==> src/rtl/bus_gen_pkg.sv <==
// Shared types for the generic bus arbiter: arbitration policy and FSM state encodings.
package bus_gen_pkg;

   typedef enum logic [0:0] {
      ARB_RR    = 1'b0,
      ARB_FIXED = 1'b1
   } arb_mode_e;

   typedef enum logic [1:0] {
      IDLE    = 2'd0,
      GRANT   = 2'd1,
      DELIVER = 2'd2
   } arb_state_e;

   localparam int DROP_W = 16;
   localparam logic [DROP_W-1:0] DROP_MAX = 16'hFFFF;

   // Saturating increment used by the drop counter.
   function automatic logic [DROP_W-1:0] sat_inc(input logic [DROP_W-1:0] val);
      logic [DROP_W-1:0] res;
      if (val != DROP_MAX) begin
         res = val + 16'd1;
      end else begin
         res = val;
      end
      return res;
   endfunction

endpackage

==> src/rtl/bus_arbiter_gen_if.sv <==
// Device-side bus bundle: source FIFO flags/heads in, pop/push strobes and delivery data out.
interface bus_arbiter_gen_if #(
   parameter int DRVRS   = 5,
   parameter int PCKG_SZ = 16
);
   logic [DRVRS-1:0]         pndng;
   logic [DRVRS*PCKG_SZ-1:0] D_pop;
   logic [DRVRS-1:0]         pop;
   logic [DRVRS-1:0]         push;
   logic [DRVRS*PCKG_SZ-1:0] D_push;
   logic                     busy;
   logic [15:0]              drop_cnt;

   modport master (
      input  pndng,
      input  D_pop,
      output pop,
      output push,
      output D_push,
      output busy,
      output drop_cnt
   );

   modport slave (
      output pndng,
      output D_pop,
      input  pop,
      input  push,
      input  D_push,
      input  busy,
      input  drop_cnt
   );
endinterface

==> src/rtl/bus_rr_picker.sv <==
// Combinational rotating-priority picker: first request found after ptr_i, wrapping at N-1.
module bus_rr_picker #(
   parameter int N     = 5,
   parameter int IDX_W = 3
) (
   input  logic [N-1:0]     req_i,
   input  logic [IDX_W-1:0] ptr_i,
   output logic [N-1:0]     gnt_o,
   output logic [IDX_W-1:0] idx_o,
   output logic             valid_o
);

   int cand;

   always_comb begin
      gnt_o   = '0;
      idx_o   = '0;
      valid_o = 1'b0;
      cand    = 0;
      for (int k = 1; k <= N; k++) begin
         cand = (int'(ptr_i) + k) % N;
         if (!valid_o && req_i[cand[IDX_W-1:0]]) begin
            valid_o = 1'b1;
            idx_o   = cand[IDX_W-1:0];
            gnt_o   = N'(1'b1) << cand;
         end else begin
            valid_o = valid_o;
         end
      end
   end

endmodule

==> src/rtl/bus_arbiter_gen.sv <==
// Packet arbiter: grants one source at a time, pops its FIFO head and delivers it
// to one destination, to all others (broadcast), or counts it as dropped.
module bus_arbiter_gen
   import bus_gen_pkg::*;
#(
   parameter int                DRVRS     = 5,
   parameter int                PCKG_SZ   = 16,
   parameter int                ADDR_W    = 8,
   parameter logic [ADDR_W-1:0] BROADCAST = 8'b1000_1111,
   parameter arb_mode_e         ARB_MODE  = ARB_RR
) (
   input logic               clk,
   input logic               reset,
   bus_arbiter_gen_if.master bus
);

   localparam int IDX_W = $clog2(DRVRS);
   localparam logic [IDX_W-1:0] LAST_IDX = IDX_W'(DRVRS - 1);

   arb_state_e          state_q, state_d;
   logic [IDX_W-1:0]    winner_q, winner_d;
   logic [IDX_W-1:0]    last_grant_q, last_grant_d;
   logic [PCKG_SZ-1:0]  pkt_q, pkt_d;
   logic [DRVRS-1:0]    pop_q, pop_d;
   logic [DRVRS-1:0]    push_q, push_d;
   logic                busy_q, busy_d;
   logic [DROP_W-1:0]   drop_cnt_q, drop_cnt_d;

   logic [PCKG_SZ-1:0]  dpop_s [DRVRS];
   logic [PCKG_SZ-1:0]  head_s;
   logic [ADDR_W-1:0]   dest_s;
   logic [DRVRS-1:0]    win_oh_s;
   logic [IDX_W-1:0]    ptr_s;
   logic [DRVRS-1:0]    pick_gnt_s;
   logic [IDX_W-1:0]    pick_idx_s;
   logic                pick_valid_s;

   for (genvar g = 0; g < DRVRS; g++) begin : g_slice
      assign dpop_s[g] = bus.D_pop[g*PCKG_SZ +: PCKG_SZ];
      assign bus.D_push[g*PCKG_SZ +: PCKG_SZ] = pkt_q;
   end

   assign head_s   = dpop_s[winner_q];
   assign dest_s   = head_s[PCKG_SZ-1 -: ADDR_W];
   assign win_oh_s = DRVRS'(1'b1) << winner_q;
   // Fixed priority reuses the rotating picker with the pointer parked on the last index.
   assign ptr_s    = (ARB_MODE == ARB_FIXED) ? LAST_IDX : last_grant_q;

   bus_rr_picker #(
      .N     (DRVRS),
      .IDX_W (IDX_W)
   ) u_picker (
      .req_i   (bus.pndng),
      .ptr_i   (ptr_s),
      .gnt_o   (pick_gnt_s),
      .idx_o   (pick_idx_s),
      .valid_o (pick_valid_s)
   );

   // FSM state register.
   always_ff @(posedge clk) begin
      if (reset) begin
         state_q <= IDLE;
      end else begin
         state_q <= state_d;
      end
   end

   // FSM next-state logic.
   always_comb begin
      state_d = IDLE;
      case (state_q)
         IDLE: begin
            if (pick_valid_s) begin
               state_d = GRANT;
            end else begin
               state_d = IDLE;
            end
         end
         GRANT:   state_d = DELIVER;
         DELIVER: state_d = IDLE;
         default: state_d = IDLE;
      endcase
   end

   // Output decode: next values of the registered strobes, packet and counters.
   always_comb begin
      winner_d     = winner_q;
      last_grant_d = last_grant_q;
      pkt_d        = pkt_q;
      pop_d        = '0;
      push_d       = '0;
      drop_cnt_d   = drop_cnt_q;
      busy_d       = (state_d != IDLE);
      case (state_q)
         IDLE: begin
            if (pick_valid_s) begin
               winner_d     = pick_idx_s;
               last_grant_d = pick_idx_s;
               pop_d        = pick_gnt_s;
            end else begin
               pop_d = '0;
            end
         end
         GRANT: begin
            pkt_d = head_s;
            if (dest_s == BROADCAST) begin
               push_d = ~win_oh_s;
            end else if (int'(dest_s) < DRVRS) begin
               push_d = DRVRS'(1'b1) << dest_s;
            end else begin
               drop_cnt_d = sat_inc(drop_cnt_q);
            end
         end
         DELIVER: begin
            push_d = '0;
         end
         default: begin
            push_d = '0;
         end
      endcase
   end

   // Registered outputs and datapath state.
   always_ff @(posedge clk) begin
      if (reset) begin
         winner_q     <= '0;
         last_grant_q <= LAST_IDX;
         pkt_q        <= '0;
         pop_q        <= '0;
         push_q       <= '0;
         busy_q       <= 1'b0;
         drop_cnt_q   <= '0;
      end else begin
         winner_q     <= winner_d;
         last_grant_q <= last_grant_d;
         pkt_q        <= pkt_d;
         pop_q        <= pop_d;
         push_q       <= push_d;
         busy_q       <= busy_d;
         drop_cnt_q   <= drop_cnt_d;
      end
   end

   assign bus.pop      = pop_q;
   assign bus.push     = push_q;
   assign bus.busy     = busy_q;
   assign bus.drop_cnt = drop_cnt_q;

endmodule
==> src/flat_wrapper.sv <==
// flat-port wrapper written by rule: the top's interface ports become plain ports
module bus_arbiter_gen_flat import bus_gen_pkg::*;
#(
   parameter int                DRVRS     = 5,
   parameter int                PCKG_SZ   = 16,
   parameter int                ADDR_W    = 8,
   parameter logic [ADDR_W-1:0] BROADCAST = 8'b1000_1111,
   parameter arb_mode_e         ARB_MODE  = ARB_RR
)
  (clk, reset, bus_pndng, bus_D_pop, bus_pop, bus_push, bus_D_push, bus_busy, bus_drop_cnt);
  bus_arbiter_gen_if #(.DRVRS(DRVRS), .PCKG_SZ(PCKG_SZ)) bus_i ();
  input logic clk;
  input logic reset;
  input wire logic [$bits(bus_i.pndng)-1:0] bus_pndng;
  input wire logic [$bits(bus_i.D_pop)-1:0] bus_D_pop;
  output wire logic [$bits(bus_i.pop)-1:0] bus_pop;
  output wire logic [$bits(bus_i.push)-1:0] bus_push;
  output wire logic [$bits(bus_i.D_push)-1:0] bus_D_push;
  output wire logic [$bits(bus_i.busy)-1:0] bus_busy;
  output wire logic [$bits(bus_i.drop_cnt)-1:0] bus_drop_cnt;
  assign bus_i.pndng = bus_pndng;
  assign bus_i.D_pop = bus_D_pop;
  assign bus_pop = bus_i.pop;
  assign bus_push = bus_i.push;
  assign bus_D_push = bus_i.D_push;
  assign bus_busy = bus_i.busy;
  assign bus_drop_cnt = bus_i.drop_cnt;
  bus_arbiter_gen #(.DRVRS(DRVRS), .PCKG_SZ(PCKG_SZ), .ADDR_W(ADDR_W), .BROADCAST(BROADCAST), .ARB_MODE(ARB_MODE)) u_core (.clk(clk), .reset(reset), .bus(bus_i));
endmodule
==> config.mk <==
export PLATFORM = sky130hd
export DESIGN_NAME = bus_arbiter_gen_flat
export DESIGN_NICKNAME = d
export VERILOG_FILES = /design/src/rtl/bus_gen_pkg.sv /design/src/rtl/bus_arbiter_gen_if.sv /design/src/rtl/bus_rr_picker.sv /design/src/rtl/bus_arbiter_gen.sv /design/src/flat_wrapper.sv
export SDC_FILE = /design/constraint.sdc
export NUM_CORES = 1
export LEC_CHECK = 0
export CORE_MARGIN = 4
export CORE_UTILIZATION = 48
export CTS_CLUSTER_SIZE = 25
export DETAILED_ROUTE_END_ITERATION = 10
export GPL_ROUTABILITY_DRIVEN = 0
export GPL_TIMING_DRIVEN = 0
export PLACE_DENSITY = 0.87
export SYNTH_ARGS = -nofsm -noshare
export SYNTH_HDL_FRONTEND = slang
export SYNTH_SLANG_ARGS = --single-unit
export TNS_END_PERCENT = 10
==> constraint.sdc <==
create_clock -name clk -period 7.55 [get_ports clk]
set_clock_uncertainty 0.15 [all_clocks]
set_input_delay 1.1325 -clock clk [delete_from_list [all_inputs] [get_ports clk]]
set_output_delay 1.1325 -clock clk [all_outputs]
set_load 0.03 [all_outputs]
==> impl_metrics.py <==
metrics = {
    "timing": {
        "fin_crit_ns": 6.89,
        "relSlewSlack_pct": 45.5,
        "finalSetupViolCount": 0,
        "fmax_mhz": 145,
        "worstMarginPinSlew_ns": 0.811,
        "report.final.slew_viol_count": 0,
        "setup_ws_ns": 0.656,
        "tns_ns": 0,
        "hold_viol": 0,
        "finalCritPeriodShare_pct": 91.3,
        "rsz0062_at_grt": "no",
    },
    "synth": {
        "synth_nets": 857,
        "netlist_area_um2": 5800,
        "synthArstFlopShare_pct": 0,
        "ys_ff_latch": 49,
        "synth_edf_count": 0,
        "ys_warn_count": 0,
        "synth_top_area_share_pct": 16.9,
        "synth_flop_cell": "dfxtp_1",
        "yosysTopAreaCell": "dfxtp_1",
        "postSynthCellCount": 733,
        "ys_top_cells_by_area": "dfxtp_1 (17%), buf_4 (8.8%), ha_1 (7.8%)",
        "postSynthAreaPerCell_um2": 7.92,
        "ys_seq_area_share_pct": 16.9,
        "synth_cell_type_count": 89,
    },
    "worst_setup_path": {
        "crit_type": "reg2reg",
        "r2r_start": "u_core.last_grant_q[0]",
        "critPathLaunchType": "register",
        "critPathTopFamily": "buffers and inverters",
        "crit_buf_inv": 9,
        "cp.depth": 23,
        "cp_max_fo": 19,
        "arrival_ns": 6.96,
        "r2r_cells": 23,
        "crit_chain": "buf_2 -> clkinv_1 -> clkbuf_2 -> ha_1 -> clkbuf_2 -> buf_2 -> inv_1 -> ha_1 -> nor2_1 -> a211o_1 -> nand2_1 -> ha_1 -> inv_1 -> o22ai_1 -> o21ai_1 -> o211ai_1 -> mux2i_1 -> or2_1 -> buf_4 -> or3b_1 -> buf_2 -> or4_1 -> a41oi_2",
        "r2r_end": "u_core.bus.pop[4]",
        "cpMaxStageDelayCell": "dfxtp_1",
        "r2r_slack_ns": 0.66,
        "critPathCaptureType": "register",
        "critPathMaxStageDelay_ns": 0.54,
        "required_ns": 7.61,
    },
    "clock_network": {
        "ctsRootBufferMaster": "clkbuf_16",
        "cts_buffers": 5,
        "cts_hold_buf": 0,
        "htree_levels": 2,
        "cts_resized": 0,
        "clkSinkCount": 49,
        "worstSkewPairLatency_ns": 0.29,
        "cts_setup_buffers": 0,
        "path_clk_slew_ns": 0.06,
        "cts_tree": "yes",
        "ctsLongestPathBuffers": 2,
    },
    "hold_path": {
        "whs_path_depth": 2,
        "hold_path.class": "reg2reg",
        "min_from": "u_core.bus.drop_cnt[5]",
        "holdPathEnd": "u_core.bus.drop_cnt[5]",
    },
    "routing": {
        "viasPerCell": 5.95,
        "drcViolationCount": 0,
        "firstDrtPassIters": 5,
        "drtIter0Drc": 685,
        "wl_per_cell_um": 19.4,
        "dr_total_vias": 6389,
        "routed_wl_um": 20900,
        "drtAntennaViolNets": 0,
    },
    "power": {
        "ir_worst_vdd_mv": 0.374,
        "leakage_uw": 0.00308,
        "powerDensity_nw_per_um2": 501,
        "switching_power_uw": 2170,
        "p_int_uw": 1870,
        "sw_frac_of_total_pct": 53.7,
        "p_clk_share_pct": 6.5,
        "pwr-share-seq_pct": 10.1,
        "pwr-share-comb_pct": 83.5,
    },
    "placed_design": {
        "io_buffer_count": 190,
        "place_hpwl_um": 16600,
        "dp_slack_ns": 0.279,
        "placement.cell_area_um2": 7880,
    },
    "global_routing": {
        "antenna_found_initial": 0,
        "grt_pass1_vias": 5979,
        "grt_max_degree": 15,
        "grt_pass1_wl_um": 33300,
        "track_usage_pct": 28.6,
        "gr-total-overflow": 0,
    },
    "die": {
        "rows": 39,
        "dieHeight_um": 118,
        "start_util_pct": 50.0,
        "coreArea_um2": 11600,
        "die_w_um": 118,
        "io_pins": 194,
        "dieArea_um2": 13900,
    },
    "cells_and_area": {
        "syn_to_final_growth_pct": 38.8,
        "ff_latch_area_um2": 981,
        "fillers": 943,
        "layout-drive-gt1-share_pct": 15.8,
        "num-nets-final": 1053,
        "final_cell_area_um2": 8050,
        "multi_input_area_um2": 3950,
        "antennaDiodeCount": 0,
    },
    "outcome": {
        "status": "finished, final reports clean",
    },
    "job": {
        "cap_violations": 0,
    },
}
[worst register-to-register path: stages (launching register included)]
cell and delay (ns):
dfxtp_1 0.54, buf_2 0.32, clkinv_1 0.33, clkbuf_2 0.38
ha_1 0.48, clkbuf_2 0.22, buf_2 0.36, inv_1 0.23
ha_1 0.27, nor2_1 0.37, a211o_1 0.22, nand2_1 0.17
ha_1 0.33, inv_1 0.10, o22ai_1 0.11, o21ai_1 0.34
o211ai_1 0.15, mux2i_1 0.25, or2_1 0.14, buf_4 0.14
or3b_1 0.34, buf_2 0.16, or4_1 0.54, a41oi_2 0.20
[Yosys cell counts, drive strengths merged, types with 17 or more instances]
master  count
a211oi     30
a21oi      34
a22oi      17
buf        91
clkbuf     20
dfxtp      49
ha         36
inv        39
mux4       18
nand2      41
nand3      24
nor2       61
nor3       27
o21ai      39
xnor2      19
[sequential cells by signal (all words and copies together) (netlist names)]
register and flops:
u_core.state_q 2, u_core.bus.push 5, u_core.bus.busy 1, u_core.winner_q 1, u_core.last_grant_q 3, u_core.bus.pop 5
u_core.bus.drop_cnt 16, u_core.pkt_q 16
[metrics by stage]
stage	cells	hold slack, ns	util, %	total power (uW)
detailed placement	1066	0.382	67.9	3690
global placement	1066	0.369	67.9	3630
CTS	1074	0.403	69.4	3970
finish	1073	0.407	69.3	4030
floorplan	733	0.377	-	2780
global route	1073	0.431	69.3	4320
[layout make-up]
| cell class | count | area share, % |
|---|---|---|
| inverter | 41 | 1.91 |
| clock inverter | 1 | 0.373 |
| tap | 143 | 2.22 |
| multi-input combinational | 532 | 49.0 |
| sequential | 49 | 12.2 |
| timing repair buffer | 190 | 23.6 |
| clock buffer | 7 | 1.77 |
| buffer | 110 | 8.92 |
[logic make-up (layout without fill, tap and decap cells)]
family,count (synthesis),in the layout,synth area share (%)
compound gates,209,209,25.7
xor+xnor,21,21,3.62
fa+ha+maj,37,37,8.11
simple gates,235,235,21.5
buf+inv,152,349,15.1
flops,49,49,16.9
mux,30,30,9.12
[power groups by stage]
stage	combinational [uW]	sequential (uW)	clock, uW
3_5_place_dp	3280	412	0
5_1_grt	3630	416	273
2_1_floorplan	2320	464	0
4_1_cts	3310	406	261
6_report	3370	406	260
3_3_place_gp	3230	408	0
[per-layer routing]
metal	GRT usage [%]	routed length [um]	vias to the layer above
li1	-	-	3038
met1	36.4	8530	2964
met2	50.7	10300	345
met3	4.47	1520	42
met4	6.96	477	0
met5	0	0	-
[worst max path at each step]
stage / start / end / slack [ns]
floorplan: u_core.last_grant_q[0] / u_core.bus.pop[4] / 1.68
global route: u_core.last_grant_q[0] / u_core.bus.pop[0] / 0.02
detailed placement: u_core.last_grant_q[0] / u_core.bus.pop[4] / 0.28
CTS: u_core.last_grant_q[0] / u_core.bus.pop[4] / 0.26
global placement: u_core.last_grant_q[0] / u_core.bus.pop[0] / 0.41
finish: u_core.last_grant_q[0] / u_core.bus.pop[4] / 0.66
[layout by cell type, fill, tap and decap left out, types with 8 or more instances in the layout]
master and n:
o21ai_0 36, clkbuf_1 19, a21oi_1 32, nor3_1 26, clkdlybuf4s50_1 190, buf_2 14, inv_1 38, a211oi_1 26
mux4_2 18, mux2i_1 9, buf_4 68, nor2_1 61, dfxtp_1 49, nand2_1 41, o21a_1 11, nand3_1 24
a21o_1 9, nor2b_1 8, a22oi_1 17, ha_1 36, and2_1 9, a31oi_1 14, nor4_1 14, xnor2_1 18
(Power assumes the default switching activity.)
